## src/rtl/vga_timing.sv

```systemverilog
// Raster timing generator for 640x480 @ 72 Hz: qualifies PLL lock, then runs
// x/y counters with sync, active-video and line/frame strobes, all registered together.
module vga_timing #(
  parameter int H_VISIBLE = 640,
  parameter int H_FRONT   = 24,
  parameter int H_SYNC    = 40,
  parameter int H_BACK    = 128,
  parameter int V_VISIBLE = 480,
  parameter int V_FRONT   = 9,
  parameter int V_SYNC    = 3,
  parameter int V_BACK    = 28,
  parameter int SYNC_NEG  = 1,
  parameter int LOCK_WAIT = 16,
  parameter int CNT_W     = 10
) (
  input  logic             clock,
  input  logic             reset,
  input  logic             locked,
  output logic             hsync,
  output logic             vsync,
  output logic             active,
  output logic [CNT_W-1:0] x,
  output logic [CNT_W-1:0] y,
  output logic             line_start,
  output logic             frame_start,
  output logic             running
);

  localparam int H_TOTAL = H_VISIBLE + H_FRONT + H_SYNC + H_BACK;
  localparam int V_TOTAL = V_VISIBLE + V_FRONT + V_SYNC + V_BACK;
  localparam int LCW     = $clog2(LOCK_WAIT + 1);

  localparam logic [CNT_W-1:0] H_LAST   = CNT_W'(H_TOTAL - 1);
  localparam logic [CNT_W-1:0] V_LAST   = CNT_W'(V_TOTAL - 1);
  localparam logic [CNT_W-1:0] H_VIS    = CNT_W'(H_VISIBLE);
  localparam logic [CNT_W-1:0] V_VIS    = CNT_W'(V_VISIBLE);
  localparam logic [CNT_W-1:0] HS_BEGIN = CNT_W'(H_VISIBLE + H_FRONT);
  localparam logic [CNT_W-1:0] HS_END   = CNT_W'(H_VISIBLE + H_FRONT + H_SYNC);
  localparam logic [CNT_W-1:0] VS_BEGIN = CNT_W'(V_VISIBLE + V_FRONT);
  localparam logic [CNT_W-1:0] VS_END   = CNT_W'(V_VISIBLE + V_FRONT + V_SYNC);
  localparam logic [LCW-1:0]   LOCK_LAST = LCW'(LOCK_WAIT - 1);
  localparam logic             IDLE_SYNC = (SYNC_NEG != 0);

  localparam logic [0:0] WAIT_LOCK = 1'b0;
  localparam logic [0:0] RUN       = 1'b1;

  logic [0:0]       state, state_nx;
  logic [LCW-1:0]   lock_cnt, lock_nx;
  logic [CNT_W-1:0] x_nx, y_nx;
  logic             run_nx, hs_on, vs_on, act_nx;

  always_comb begin
    state_nx = state;
    lock_nx  = lock_cnt;
    x_nx     = '0;
    y_nx     = '0;
    case (state)
      WAIT_LOCK: begin
        if (!locked) begin
          lock_nx = '0;
        end else if (lock_cnt == LOCK_LAST) begin
          state_nx = RUN;
          lock_nx  = '0;
        end else begin
          lock_nx = lock_cnt + LCW'(1);
        end
      end
      default: begin
        if (!locked) begin
          state_nx = WAIT_LOCK;
          lock_nx  = '0;
        end else if (x == H_LAST) begin
          x_nx = '0;
          y_nx = (y == V_LAST) ? '0 : y + CNT_W'(1);
        end else begin
          x_nx = x + CNT_W'(1);
          y_nx = y;
        end
      end
    endcase
  end

  // Decode from the next coordinates so control registers align with x/y.
  assign run_nx = (state_nx == RUN);
  assign hs_on  = run_nx && (x_nx >= HS_BEGIN) && (x_nx < HS_END);
  assign vs_on  = run_nx && (y_nx >= VS_BEGIN) && (y_nx < VS_END);
  assign act_nx = run_nx && (x_nx < H_VIS) && (y_nx < V_VIS);

  always_ff @(posedge clock) begin
    if (reset) begin
      state       <= WAIT_LOCK;
      lock_cnt    <= '0;
      x           <= '0;
      y           <= '0;
      hsync       <= IDLE_SYNC;
      vsync       <= IDLE_SYNC;
      active      <= 1'b0;
      line_start  <= 1'b0;
      frame_start <= 1'b0;
    end else begin
      state       <= state_nx;
      lock_cnt    <= lock_nx;
      x           <= x_nx;
      y           <= y_nx;
      hsync       <= hs_on ^ IDLE_SYNC;
      vsync       <= vs_on ^ IDLE_SYNC;
      active      <= act_nx;
      line_start  <= run_nx && (x_nx == '0);
      frame_start <= run_nx && (x_nx == '0) && (y_nx == '0);
    end
  end

  assign running = (state == RUN);

endmodule

```

## config.mk

```make
export PLATFORM = sky130hd
export DESIGN_NAME = vga_timing
export DESIGN_NICKNAME = d
export VERILOG_FILES = /design/src/rtl/vga_timing.sv
export SDC_FILE = /design/constraint.sdc
export NUM_CORES = 1
export LEC_CHECK = 0
export ABC_AREA = 1
export BUFFER_PORTS_ARGS = -buffer_cell sky130_fd_sc_hd__buf_2
export CAP_MARGIN = 10
export CELL_PAD_IN_SITES_DETAIL_PLACEMENT = 0
export CELL_PAD_IN_SITES_GLOBAL_PLACEMENT = 1
export CORE_MARGIN = 1.5
export CORE_UTILIZATION = 41
export CTS_CLUSTER_SIZE = 24
export DETAILED_ROUTE_END_ITERATION = 10
export HOLD_SLACK_MARGIN = 0.06
export PLACE_DENSITY_LB_ADDON = 0.1
export SLEW_MARGIN = 20
export SYNTH_ARGS = -nofsm -noshare
export SYNTH_HDL_FRONTEND = slang
export SYNTH_SLANG_ARGS = --single-unit
```

## constraint.sdc

```tcl
create_clock -name clock -period 2.8 [get_ports clock]
set_clock_uncertainty 0.1 [all_clocks]
set_input_delay 0.28 -clock clock [delete_from_list [all_inputs] [get_ports clock]]
set_output_delay 0.28 -clock clock [all_outputs]
set_load 0.02 [all_outputs]
```

==> results.py <==
metrics = {
    "global_routing": {
        "grt_pass1_wl_um": 7250,
        "grt_max_degree": 25,
        "track_usage_pct": 20.9,
        "grt.overflow.total": 0,
        "grt_pass1_vias": 1551,
        "antenna_found_initial": 0,
    },
    "pwr": {
        "p_clk_share_pct": 45.8,
        "swShare_pct": 20.6,
        "power_uw": 844,
        "leakage_uw": 0.00101,
        "vdd_ir_drop_max_mv": 0.225,
        "power_frac_seq_pct": 52.6,
        "p_per_area_mw_per_mm2": 417,
        "internal_power_uw": 671,
        "pwr-share-comb_pct": 1.6,
        "switching_power_uw": 174,
    },
    "drt": {
        "drt_first_iter_violations": 137,
        "via_count": 1702,
        "dr.pass1.iters": 4,
        "post-route-drc-count": 0,
        "avgViaCountPerCell": 4.74,
        "drt.antenna.violating_nets": 0,
        "wirelength_um": 4300,
        "wl_per_cell_um": 12.0,
    },
    "yosys": {
        "netlist_top_cells_count": "nand2_1 (81), nor2_1 (49), inv_1 (37)",
        "synth_warnings": 0,
        "synth_seq_cells": 31,
        "syn_area_mm2": 0.00175,
        "synth_area_leaders": "dfxtp_1 (36%), nand2_1 (17%), nor2_1 (11%), inv_1 (8.0%), nand3_1 (7.2%)",
        "async_flop_share_pct": 0,
        "yosysMostFrequentCell": "nand2_1",
        "seq_area_frac_synth_pct": 35.5,
        "postSynthCellCount": 277,
        "synth_top_area_share_pct": 35.5,
        "synth.distinct_cells": 29,
        "postSynthAreaPerCell_um2": 6.31,
        "synth_edf_count": 0,
        "synth_ff_type": "dfxtp_1",
        "yosys.area.top_type": "dfxtp_1",
        "syn_nets": 283,
    },
    "floorplanning": {
        "core_area_mm2": 0.00406,
        "die-area_mm2": 0.00466,
        "die_y_um": 68.3,
        "initial_utilization_pct": 43.0,
        "ios": 29,
        "dieWidth_um": 68.3,
        "rows": 23,
    },
    "clocking": {
        "ctsHoldBuffers": 0,
        "h-tree-depth": 2,
        "clk_latency_ps": 280,
        "cts_resized": 0,
        "root_buffer": "clkbuf_8",
        "cts_made_buffers": 5,
        "cts_tree": "yes",
        "cts.path.max_buffers": 2,
        "post_cts_buffers": 0,
        "clkSinkCount": 31,
        "clk_pin_slew_ps": 60,
    },
    "critical_path": {
        "critical-path-max-stage-delay_ps": 390,
        "timing.critical_path.mode_cell": "nand2_1",
        "start_kind": "flip-flop",
        "path_cells": "ha_1 -> nand2_2 -> nor2_8 -> nand3_4 -> nand2_4 -> nand2_1 -> nand2_1 -> nand2_1 -> nor2_1 -> nand3_1 -> nor2_1",
        "critPathRequiredTime_ps": 2920,
        "cp_max_fo": 13,
        "crit_path_end_kind": "flip-flop",
        "path_class": "reg2reg",
        "slowest_stage": "dfxtp_1",
        "cp.arrival_ps": 2230,
    },
    "placement": {
        "dp_hpwl_um": 3320,
        "post_dp_cell_area_mm2": 0.00193,
        "numPortBuffers": 28,
        "gp_congestion": 0.825,
    },
    "timing": {
        "hold_viol": 0,
        "max_freq_mhz": 473,
        "finalCritPeriodShare_pct": 75.4,
        "maxSlewViolCount": 0,
        "rsz0062_at_grt": "false",
        "setup_tns_ps": 0,
        "worstMarginPinSlew_ps": 472,
        "period_needed_ps": 2110,
        "setup_viol": 0,
        "slew_headroom_pct": 68.5,
        "holdWs_ps": 185,
    },
    "layout": {
        "final_area_mm2": 0.00203,
        "area_delta_synth_final_pct": 16.0,
        "diodes": 0,
        "fin_nets": 314,
        "drive_gt1_share_pct": 15.2,
        "utilization_pct": 49.9,
    },
    "run": {
        "drv_cap": 0,
    },
    "worst_hold_path": {
        "hold_class": "in2reg",
    },
    "status": {
        "status": "finished clean",
    },
}
==> area by class of cell <==
type / instances / area [um2]
clock buffer: 8 / 100
fill: 436 / 2030
inverter: 42 / 158
multi-input combinational: 200 / 945
sequential: 31 / 621
tap: 50 / 62.6
timing repair buffer: 28 / 140
==> worst max-delay path, delay by kind of cell (launching register included) <==
family	cells	cell delay, ps
simple gates	10	1340
fa+ha+maj	1	220
flops	1	390
==> kinds of logic after synthesis <==
kind of cell,synth area share (%)
xor+xnor,2.01
compound gates,6.09
simple gates,43.8
flops,35.5
buf+inv,10.4
fa+ha+maj,2.15
==> flip-flops by register name, indices dropped and copies added, names as in the netlist <==
| signal | count |
|---|---|
| frame_start | 1 |
| running | 1 |
| lock_cnt | 5 |
| active | 1 |
| x | 10 |
| hsync | 1 |
| y | 10 |
| vsync | 1 |
| line_start | 1 |
==> power groups by stage <==
stage | registers [uW] | clock network [uW] | logic (uW)
2_1_floorplan | 454 | 0 | 8.36
5_1_grt | 444 | 416 | 14.6
3_5_place_dp | 455 | 0 | 13.1
6_report | 445 | 387 | 13.1
3_3_place_gp | 455 | 0 | 13.1
4_1_cts | 444 | 399 | 13.3
==> worst paths after layout <==
path         cells after the start  slack, ps          end   startpoint
max                             11        690  frame_start         x[0]
min                              3        180  lock_cnt[4]       locked
max reg2reg                     11        690  frame_start         x[0]
min reg2reg                      2        380  lock_cnt[4]  lock_cnt[4]
==> per-stage QoR <==
step	cells	worst slack, ps
after global placement	351	770
after CTS	359	679
final	359	688
after global routing	359	452
after detailed placement	351	710
after floorplan	277	859
==> cells in the final DEF (no fill, tap or decap), types with 6 or more instances in the layout <==
cell,Yosys,layout
nand3_1,25,25
o21ai_0,6,6
buf_2,1,28
nor3_1,7,7
clkbuf_8,0,7
nor2_1,49,49
dfxtp_1,31,31
inv_1,37,37
nand2_1,81,81
==> layer usage <==
metal / part of all wire (%) / global-route usage, %
met1: 54 / 30.5
met2: 40 / 30.8
met3: 4.6 / 4.11
met4: 0.84 / 6.50
met5: 0 / 0
(Power assumes the default switching activity.)
